==> config.mk <==
export PLATFORM = sky130hd
export DESIGN_NAME = md_unit_flat
export DESIGN_NICKNAME = d
export VERILOG_FILES = /design/src/rtl/md_pkg.sv /design/src/rtl/md_if.sv /design/src/rtl/md_negate.sv /design/src/rtl/md_unit.sv /design/src/flat_wrapper.sv
export SDC_FILE = /design/constraint.sdc
export NUM_CORES = 1
export LEC_CHECK = 0
export BUFFER_PORTS_ARGS = -buffer_cell sky130_fd_sc_hd__clkbuf_2
export CAP_MARGIN = 5
export CORE_MARGIN = 1.5
export CORE_UTILIZATION = 30
export CTS_CLUSTER_SIZE = 24
export DETAILED_ROUTE_END_ITERATION = 7
export GPL_TIMING_DRIVEN = 1
export HOLD_SLACK_MARGIN = 0.06
export PLACE_DENSITY = 0.58
export RECOVER_POWER = 25
export SLEW_MARGIN = 20
export SYNTH_ARGS = -nofsm -noshare
export SYNTH_HDL_FRONTEND = slang
export SYNTH_HIERARCHICAL = 1
export SYNTH_SLANG_ARGS = --single-unit
export TNS_END_PERCENT = 1
==> constraint.sdc <==
create_clock -name clk -period 2.7 [get_ports clk]
set_input_delay 0.54 -clock clk [delete_from_list [all_inputs] [get_ports clk]]
set_output_delay 0.54 -clock clk [all_outputs]
set_load 0.01 [all_outputs]
==> src/rtl/md_pkg.sv <==
// Shared types and op-class decode for the MIPS multiply/divide unit.
package md_pkg;

    typedef enum logic [2:0] {
        OpMult  = 3'b000,
        OpMultu = 3'b001,
        OpDiv   = 3'b010,
        OpDivu  = 3'b011,
        OpMthi  = 3'b100,
        OpMtlo  = 3'b101
    } md_op_t;

    typedef enum logic [1:0] {
        StIdle,
        StCalc,
        StFix
    } md_state_t;

    // Op-class lookups indexed by the raw 3-bit op code; 110/111 belong to no class.
    localparam logic [7:0] IsMul    = 8'b0000_0011;
    localparam logic [7:0] IsDiv    = 8'b0000_1100;
    localparam logic [7:0] IsSigned = 8'b0000_0101;
    localparam logic [7:0] IsMt     = 8'b0011_0000;

endpackage

==> src/rtl/md_if.sv <==
// Request/result bundle between the EX stage and the multiply/divide unit.
interface md_if import md_pkg::*; #(
    parameter int unsigned WIDTH = 32
) ();

    logic             start;
    md_op_t           op;
    logic [WIDTH-1:0] a;
    logic [WIDTH-1:0] b;
    logic             flush;
    logic [WIDTH-1:0] hi;
    logic [WIDTH-1:0] lo;
    logic             busy;
    logic             done;

    modport master (
        output start, op, a, b, flush,
        input  hi, lo, busy, done
    );

    modport slave (
        input  start, op, a, b, flush,
        output hi, lo, busy, done
    );

endinterface

==> src/rtl/md_negate.sv <==
// Combinational conditional two's-complement negate.
module md_negate #(
    parameter int unsigned WIDTH = 32
) (
    input  logic             neg,
    input  logic [WIDTH-1:0] value,
    output logic [WIDTH-1:0] result
);

    assign result = neg ? (~value + WIDTH'(1)) : value;

endmodule

==> src/rtl/md_unit.sv <==
// Iterative multiply (radix-2 shift-add) / restoring divide unit owning HI/LO.
// Operands are reduced to magnitudes on accept; signs are restored in the FIX cycle.
module md_unit import md_pkg::*; #(
    parameter int unsigned WIDTH = 32
) (
    input  logic clk,
    input  logic rst,
    md_if.slave  bus
);

    localparam int unsigned     CntW     = $clog2(WIDTH) + 1;
    localparam logic [CntW-1:0] LastIter = CntW'(WIDTH - 1);

    md_state_t        state_q;
    logic [CntW-1:0]  cnt_q;
    logic             sa_q, sb_q, mul_q, dz_q;
    logic [WIDTH-1:0] a_raw_q, mb_q;
    logic [WIDTH-1:0] p_q, m_q;
    logic [WIDTH:0]   rem_q;
    logic [WIDTH-1:0] quo_q;
    logic [WIDTH-1:0] hi_q, lo_q;
    logic             busy_q, done_q;

    logic             op_md, sign_a, sign_b, start_ok;
    logic [WIDTH-1:0] mag_a, mag_b;

    always_comb begin
        op_md    = IsMul[bus.op] | IsDiv[bus.op];
        sign_a   = IsSigned[bus.op] & bus.a[WIDTH-1];
        sign_b   = IsSigned[bus.op] & bus.b[WIDTH-1];
        start_ok = bus.start & ~bus.flush;
    end

    md_negate #(.WIDTH(WIDTH)) u_neg_a (
        .neg    (sign_a),
        .value  (bus.a),
        .result (mag_a)
    );

    md_negate #(.WIDTH(WIDTH)) u_neg_b (
        .neg    (sign_b),
        .value  (bus.b),
        .result (mag_b)
    );

    logic [WIDTH:0]   mul_sum;
    logic [WIDTH+1:0] div_shift, div_diff;
    logic             div_ge;

    // Remainder stays below |b| < 2^WIDTH, so one guard bit above the shifted value is the sign.
    always_comb begin
        mul_sum   = {1'b0, p_q} + (m_q[0] ? {1'b0, mb_q} : '0);
        div_shift = {rem_q, quo_q[WIDTH-1]};
        div_diff  = div_shift - {2'b00, mb_q};
        div_ge    = ~div_diff[WIDTH+1];
    end

    logic [2*WIDTH-1:0] prod_fix;
    logic [WIDTH-1:0]   quo_fix, rem_fix;

    md_negate #(.WIDTH(2 * WIDTH)) u_neg_prod (
        .neg    (sa_q ^ sb_q),
        .value  ({p_q, m_q}),
        .result (prod_fix)
    );

    md_negate #(.WIDTH(WIDTH)) u_neg_quo (
        .neg    (sa_q ^ sb_q),
        .value  (quo_q),
        .result (quo_fix)
    );

    md_negate #(.WIDTH(WIDTH)) u_neg_rem (
        .neg    (sa_q),
        .value  (rem_q[WIDTH-1:0]),
        .result (rem_fix)
    );

    always_ff @(posedge clk) begin
        if (rst) begin
            state_q <= StIdle;
            cnt_q   <= '0;
            sa_q    <= 1'b0;
            sb_q    <= 1'b0;
            mul_q   <= 1'b0;
            dz_q    <= 1'b0;
            a_raw_q <= '0;
            mb_q    <= '0;
            p_q     <= '0;
            m_q     <= '0;
            rem_q   <= '0;
            quo_q   <= '0;
            hi_q    <= '0;
            lo_q    <= '0;
            busy_q  <= 1'b0;
            done_q  <= 1'b0;
        end else begin
            done_q <= 1'b0;
            unique case (state_q)
                StIdle: begin
                    if (start_ok && op_md) begin
                        state_q <= StCalc;
                        busy_q  <= 1'b1;
                        cnt_q   <= '0;
                        sa_q    <= sign_a;
                        sb_q    <= sign_b;
                        mul_q   <= IsMul[bus.op];
                        dz_q    <= (bus.b == '0);
                        a_raw_q <= bus.a;
                        mb_q    <= mag_b;
                        p_q     <= '0;
                        m_q     <= mag_a;
                        rem_q   <= '0;
                        quo_q   <= mag_a;
                    end else if (start_ok && IsMt[bus.op]) begin
                        if (bus.op == OpMthi) begin
                            hi_q <= bus.a;
                        end else begin
                            lo_q <= bus.a;
                        end
                    end
                end
                StCalc: begin
                    if (bus.flush) begin
                        state_q <= StIdle;
                        busy_q  <= 1'b0;
                        cnt_q   <= '0;
                    end else begin
                        if (mul_q) begin
                            p_q <= mul_sum[WIDTH:1];
                            m_q <= {mul_sum[0], m_q[WIDTH-1:1]};
                        end else begin
                            rem_q <= div_ge ? div_diff[WIDTH:0] : div_shift[WIDTH:0];
                            quo_q <= {quo_q[WIDTH-2:0], div_ge};
                        end
                        cnt_q <= cnt_q + CntW'(1);
                        if (cnt_q == LastIter) begin
                            state_q <= StFix;
                        end
                    end
                end
                StFix: begin
                    state_q <= StIdle;
                    busy_q  <= 1'b0;
                    cnt_q   <= '0;
                    if (!bus.flush) begin
                        done_q <= 1'b1;
                        if (mul_q) begin
                            {hi_q, lo_q} <= prod_fix;
                        end else if (dz_q) begin
                            hi_q <= a_raw_q;
                            lo_q <= '1;
                        end else begin
                            hi_q <= rem_fix;
                            lo_q <= quo_fix;
                        end
                    end
                end
                default: begin
                    state_q <= StIdle;
                    busy_q  <= 1'b0;
                end
            endcase
        end
    end

    assign bus.hi   = hi_q;
    assign bus.lo   = lo_q;
    assign bus.busy = busy_q;
    assign bus.done = done_q;

endmodule

==> src/flat_wrapper.sv <==
// flat-port wrapper written by rule: the top's interface ports become plain ports
module md_unit_flat import md_pkg::*;
#(
    parameter int unsigned WIDTH = 32
)
  (clk, rst, bus_start, bus_op, bus_a, bus_b, bus_flush, bus_hi, bus_lo, bus_busy, bus_done);
  md_if #(.WIDTH(WIDTH)) bus_i ();
  input  logic clk;
  input  logic rst;
  input wire logic [$bits(bus_i.start)-1:0] bus_start;
  input wire logic [$bits(bus_i.op)-1:0] bus_op;
  input wire logic [$bits(bus_i.a)-1:0] bus_a;
  input wire logic [$bits(bus_i.b)-1:0] bus_b;
  input wire logic [$bits(bus_i.flush)-1:0] bus_flush;
  output wire logic [$bits(bus_i.hi)-1:0] bus_hi;
  output wire logic [$bits(bus_i.lo)-1:0] bus_lo;
  output wire logic [$bits(bus_i.busy)-1:0] bus_busy;
  output wire logic [$bits(bus_i.done)-1:0] bus_done;
  assign bus_i.start = bus_start;
  assign bus_i.op = bus_op;
  assign bus_i.a = bus_a;
  assign bus_i.b = bus_b;
  assign bus_i.flush = bus_flush;
  assign bus_hi = bus_i.hi;
  assign bus_lo = bus_i.lo;
  assign bus_busy = bus_i.busy;
  assign bus_done = bus_i.done;
  md_unit #(.WIDTH(WIDTH)) u_core (.clk(clk), .rst(rst), .bus(bus_i));
endmodule
* Word-level counts from Yosys, hierarchy flattened
Memory sizes are Yosys's and may differ from the RTL's. Cells that the tools add are included.
Operators by class: bitwise operators 13, order comparisons 1, shift-type cells 0, divide/modulo/power cells 0, reductions and logical operators 16, multipliers 0, muxes and demuxes 51, $add $sub $neg 8, equality and inequality tests 15
Operators with widths (number):
- 32-bit two-way mux | 25
- 32-bit one-hot mux with 2 select lines | 5
- 33-bit two-way mux | 4
- 32-bit by 1-bit adder with 32-bit output, second input constant | 4
- 32-bit inverter | 4
- 33-bit one-hot mux with 2 select lines | 1
- 64-bit by 1-bit adder with 64-bit output, second input constant | 1
- 64-bit two-way mux | 1
- 64-bit inverter | 1
- 34-bit by 32-bit subtractor with 34-bit output | 1
- 32-bit by 33-bit adder with 33-bit output | 1
- 32-bit zero test | 1
- 6-bit one-hot mux with 3 select lines | 1
- 6-bit two-way mux | 2
- 2-bit inequality test, second input constant | 6
- 5-bit AND reduction | 2
- 2-bit by 1-bit inequality test with 1-bit output, second input constant | 4
- 2-bit AND reduction | 4
- 4-bit AND reduction | 2
- 1-bit two-way mux | 7
- 6-bit by 1-bit adder with 6-bit output, second input constant | 1
- 6-bit by 5-bit == test with 1-bit output, second input constant | 1
- 2-bit two-way mux | 3
- 3-bit by 4-bit less-than comparator with 1-bit output, second input constant | 1
- other kinds (15) | 21
Storage, ports and cells: bits in latches 0, bits in registers 271, bits in writable memories 0, memories 4, word-level logic and storage cells 124, output and inout bits 66, input port bits 71, memory bits (read-only) 32
Memories:
- (name not given) | words 8, width 1, rd ports 1, clocked after Yosys merged registers in 0, wr ports 0, line md_unit.sv:115 | end else if (start_ok && IsMt[bus.op]) begin
- (name not given) | words 8, width 1, rd ports 1, clocked after Yosys merged registers in 0, wr ports 0, line md_unit.sv:28 | op_md = IsMul[bus.op] | IsDiv[bus.op];
- (name not given) | words 8, width 1, rd ports 1, clocked after Yosys merged registers in 0, wr ports 0, line md_unit.sv:28
- (name not given) | words 8, width 1, rd ports 1, clocked after Yosys merged registers in 0, wr ports 0, line md_unit.sv:29 | sign_a = IsSigned[bus.op] & bus.a[WIDTH-1];

* Depth between registers and ports, before layout
depth after elaboration 7, gate-level depth with buffers 15, gate-level depth less buffers 13

* Modules after synthesis
Netlist, hierarchy kept.
Modules (own cells, without submodules):
- md_unit | cells an instance 1925, sequential area each 5425.2 um^2, area each 15403.5 um^2, times used 1
- md_negate (u_core.u_neg_a ...) | cells an instance 99, sequential area each 0.0 um^2, area each 777.0 um^2, times used 4
- md_negate (u_core.u_neg_prod) | cells an instance 206, sequential area each 0.0 um^2, area each 1649.1 um^2, times used 1

* Worst setup path after synthesis
OpenSTA, ideal clock, no wires.
kind flip-flop to flip-flop, start point reg u_core.m_q[0], end point reg u_core.p_q[28], setup time 125 ps, stages on the path, launching flop included 13, buffers on the path 1, path slack -174 ps, arrival time 2748 ps, required time 2575 ps, clock period less this slack 2874 ps, path through dfxtp_1 clkbuf_1 and2_1 ha_1 a21oi_1 o21bai_1 a221oi_1 o221ai_1 a21oi_1 o211ai_1 a221o_1 a211oi_1 o41ai_1
Between the ends: longest elaborated chain between the ends 5
RTL lines:
- start: declaration | line md_unit.sv:18 | logic [WIDTH-1:0] p_q, m_q;
- start signal: assignment | line md_unit.sv:112 | m_q <= mag_a;
- start signal: assignment | line md_unit.sv:131 | m_q <= {mul_sum[0], m_q[WIDTH-1:1]};
- 32-bit two-way mux | line md_unit.sv:52 | mul_sum = {1'b0, p_q} + (m_q[0] ? {1'b0, mb_q} : '0);
- 32-bit by 33-bit adder with 33-bit output | line md_unit.sv:52
- 32-bit two-way mux | line md_unit.sv:129 | if (mul_q) begin
- 32-bit two-way mux | line md_unit.sv:124 | if (bus.flush) begin
- 32-bit one-hot mux with 2 select lines | line md_unit.sv:99 | unique case (state_q)
- end signal: assignment | line md_unit.sv:130 | p_q <= mul_sum[WIDTH:1];
- end: declaration | line md_unit.sv:18
Every way passes these cells. The select of a mux whose other input is x is not followed. A chain may end at the register's enable or synchronous reset.

* Worst setup path in the final report
Ends and elaborated chain as after synthesis.

==> flow_metrics.tcl <==
set metrics [dict create \
    ys_warn_count 6 \
    die_area_um2 68800 \
    path_max_fanout 10 \
    fmax_ghz 0.364 \
    dr.pass1.iters 5 \
    cts-buffers-inserted 35 \
    grt_max_degree 98 \
    leakagePower_nw 9.90 \
    fp.coreArea_um2 66100 \
    clock_path_buffers 3 \
    placed_area_um2 24300 \
    globalplace.congestion 0.889 \
    yosys.area.top_type "dfxtp_1" \
    tightest_slew_ns 1.02 \
    rsz0062_at_grt "true" \
    syn_avg_cell_area_um2 7.98 \
    setup_viol 4 \
    mappedNetlistArea_um2 20200 \
    grt_pass1_vias 19355 \
    cts_tree "yes" \
    critPathSlowestCell "a221o_1" \
    worst_skew_pair.late_latency_ns 0.57 \
    critPathCaptureType "flop" \
    track_usage_pct 20.7 \
    crit_family "compound AO/OA/AOI/OAI gates" \
    synth_nets 2673 \
    required_ns 3.10 \
    synth_most_common_cell "nand2_1" \
    area_delta_synth_final_pct 30.3 \
    synth-edff-count 0 \
    synth_cell_types 87 \
    core.rowCount 94 \
    die_width_um 262 \
    port_buffers 136 \
    clock-root-buffer "clkbuf_16" \
    crit_chain "buf_4, and2_1, ha_1, a21o_1, a21oi_2, o21ai_1, a31o_2, o21ai_2, o211ai_1, a221o_1, a211oi_2, o41ai_2" \
    synth_flop_cell "dfxtp_1" \
    ys_seq_elements 271 \
    finalNetCount 3046 \
    vias 20627 \
    syn_inst 2527 \
    drc 0 \
    n_antenna_cell 0 \
    finalCritPeriodShare_pct 102 \
    final_cell_count_no_fill 3789 \
    antenna_found_initial 0 \
    p_total_w 0.0142 \
    wl_per_cell_um 19.4 \
    cts_sinks 271 \
    cp_num_buf_inv 1 \
    violations "setup timing" \
    synth.top_cell.area_share_pct 26.9 \
    tns_ns -0.116 \
    ioPinCount 137 \
    power.density_nw_per_um2 539 \
    final_antenna_net_count 0 \
    seq_area_frac_synth_pct 26.9 \
    design_area_um2 26300 \
    htreeDepth 2 \
    cp-start-kind "flop" \
    synth_common_cells "355 x nand2_1, 271 x dfxtp_1, 220 x xnor2_1" \
    maxCapViolCount 0 \
    die_y_um 262 \
    routed_wirelength_um 73700 \
    post-route-min-period_ns 2.75 \
    max_slew_margin_pct 32.3 \
    synth_area_leaders "dfxtp_1 27%, xnor2_1 9.6%, nand2_1 6.6%" \
    grt_pass1_wl_um 114000 \
    place_inst 3715 \
    drv_slew 0 \
    synthArstFlopShare_pct 0 \
    drt-initial-drc-count 1617 \
    viasPerCell 5.44 \
    fin_skew_ns 0.0334 \
    status "finished, violations left" \
    critical_path_class "flop to flop" \
    dp_hpwl_um 56100 \
    dp_slack_ns -0.317 \
    cts.reportedPaths.clkPinSlew_ns 0.06 \
    initial_core_util_pct 30.5 \
    holdBufCountCts 0 \
    cp_data_arrival_time_ns 3.15 \
    overflow 0 \
    ir_drop_mv 0.423 \
    hold_viol_final 0 \
    min_path_type "input port to flop" \
    drive_above_1_share_pct 26.1 \
    worst_slack_ns -0.0488 \
    cpPeakStageDelay_ns 0.38 \
]
[kinds of logic after synthesis]
| group | count (synthesis) | share of synthesized area, % |
|---|---|---|
| and+or+nand+nor | 958 | 24.9 |
| muxes | 56 | 2.78 |
| buffers and inverters | 233 | 4.64 |
| AOI/OAI and AO/OA | 693 | 25.6 |
| xor gates and xnor gates | 241 | 10.5 |
| adders and majority gates | 75 | 4.73 |
| DFF | 271 | 26.9 |
[sequential cells by signal, indices dropped and copies added, names as in the netlist, 2 cells and up]
| register | flops |
|---|---|
| u_core/rem_q | 33 |
| u_core/a_raw_q | 32 |
| u_core/bus.hi | 32 |
| u_core/bus.lo | 32 |
| u_core/m_q | 32 |
| u_core/mb_q | 32 |
| u_core/p_q | 32 |
| u_core/quo_q | 32 |
| u_core/cnt_q | 6 |
| u_core/state_q | 2 |
[per-layer routing]
| metal | share of wire (%) | wire length (µm) | vias up | global-route usage [%] |
|---|---|---|---|---|
| met1 | 47 | 34500 | 9906 | 29.2 |
| met5 | 0 | 0 | - | 0 |
| li1 | - | - | 10005 | - |
| met2 | 45 | 33500 | 617 | 33.4 |
| met4 | 2.1 | 1530 | 0 | 5.20 |
| met3 | 5.6 | 4100 | 99 | 2.45 |
[per-stage QoR]
step                util, %  hold slack (ns)
global route           39.7            0.267
finish                 39.7            0.255
floorplan                 -            0.436
CTS                    39.1            0.221
detailed placement     36.8            0.449
global placement       36.8            0.444
[timing repair]
item | in CTS | in global routing
setup buffers | 7 | 5
endpoints found under the setup margin | 56 | 85
gates resized for setup | 69 | 96
gates cloned | 0 | 0
pin swaps | 39 | 59
[power breakdown]
part	internal [W]	switching [W]	total, W
sequential	0.00423	0.000279	0.00451
combinational	0.00202	0.00282	0.00484
clock	0.00284	0.00197	0.00481
total	0.00909	0.00508	0.0142
[worst register-to-register path: cells and delay by family (launching register included)]
| family | cells | cell delay (ns) |
|---|---|---|
| buffers and inverters | 1 | 0.16 |
| and+or+nand+nor | 1 | 0.17 |
| AOI/OAI and AO/OA | 9 | 1.67 |
| adders and majority gates | 1 | 0.28 |
| DFF | 1 | 0.33 |
[placed cells by master, fill, tap and decap left out, drive strengths merged, types with 65 or more instances in the layout]
master	synthesis	routed
ha	73	73
a311oi	65	65
nor2	202	202
nand2	355	355
buf	30	367
dfxtp	271	271
a21oi	148	148
o211ai	70	70
o21ai	109	109
xnor2	220	220
inv	65	66
clkbuf	137	187
[cell type report]
type | instances | area, µm²
clock inverter | 11 | 130
fill | 6834 | 39800
tap | 864 | 1080
multi-input combinational | 2023 | 14700
inverter | 66 | 248
timing repair buffer | 503 | 3650
clock buffer | 51 | 1030
sequential | 271 | 5450
[path summary, 6_finish.rpt]
| path | slack [ns] | cells past startpoint | start | to |
|---|---|---|---|---|
| worst max register to register | -0.05 | 12 | u_core/m_q[0] | u_core/p_q[28] |
| worst min register to register | 0.46 | 2 | u_core/a_raw_q[6] | u_core/a_raw_q[6] |
| worst min-delay path | 0.25 | 2 | bus_op[1] | u_core/mul_q |
| worst max-delay path | -0.05 | 12 | u_core/m_q[0] | u_core/p_q[28] |
Note: power is estimated with default switching activity, not from simulation.
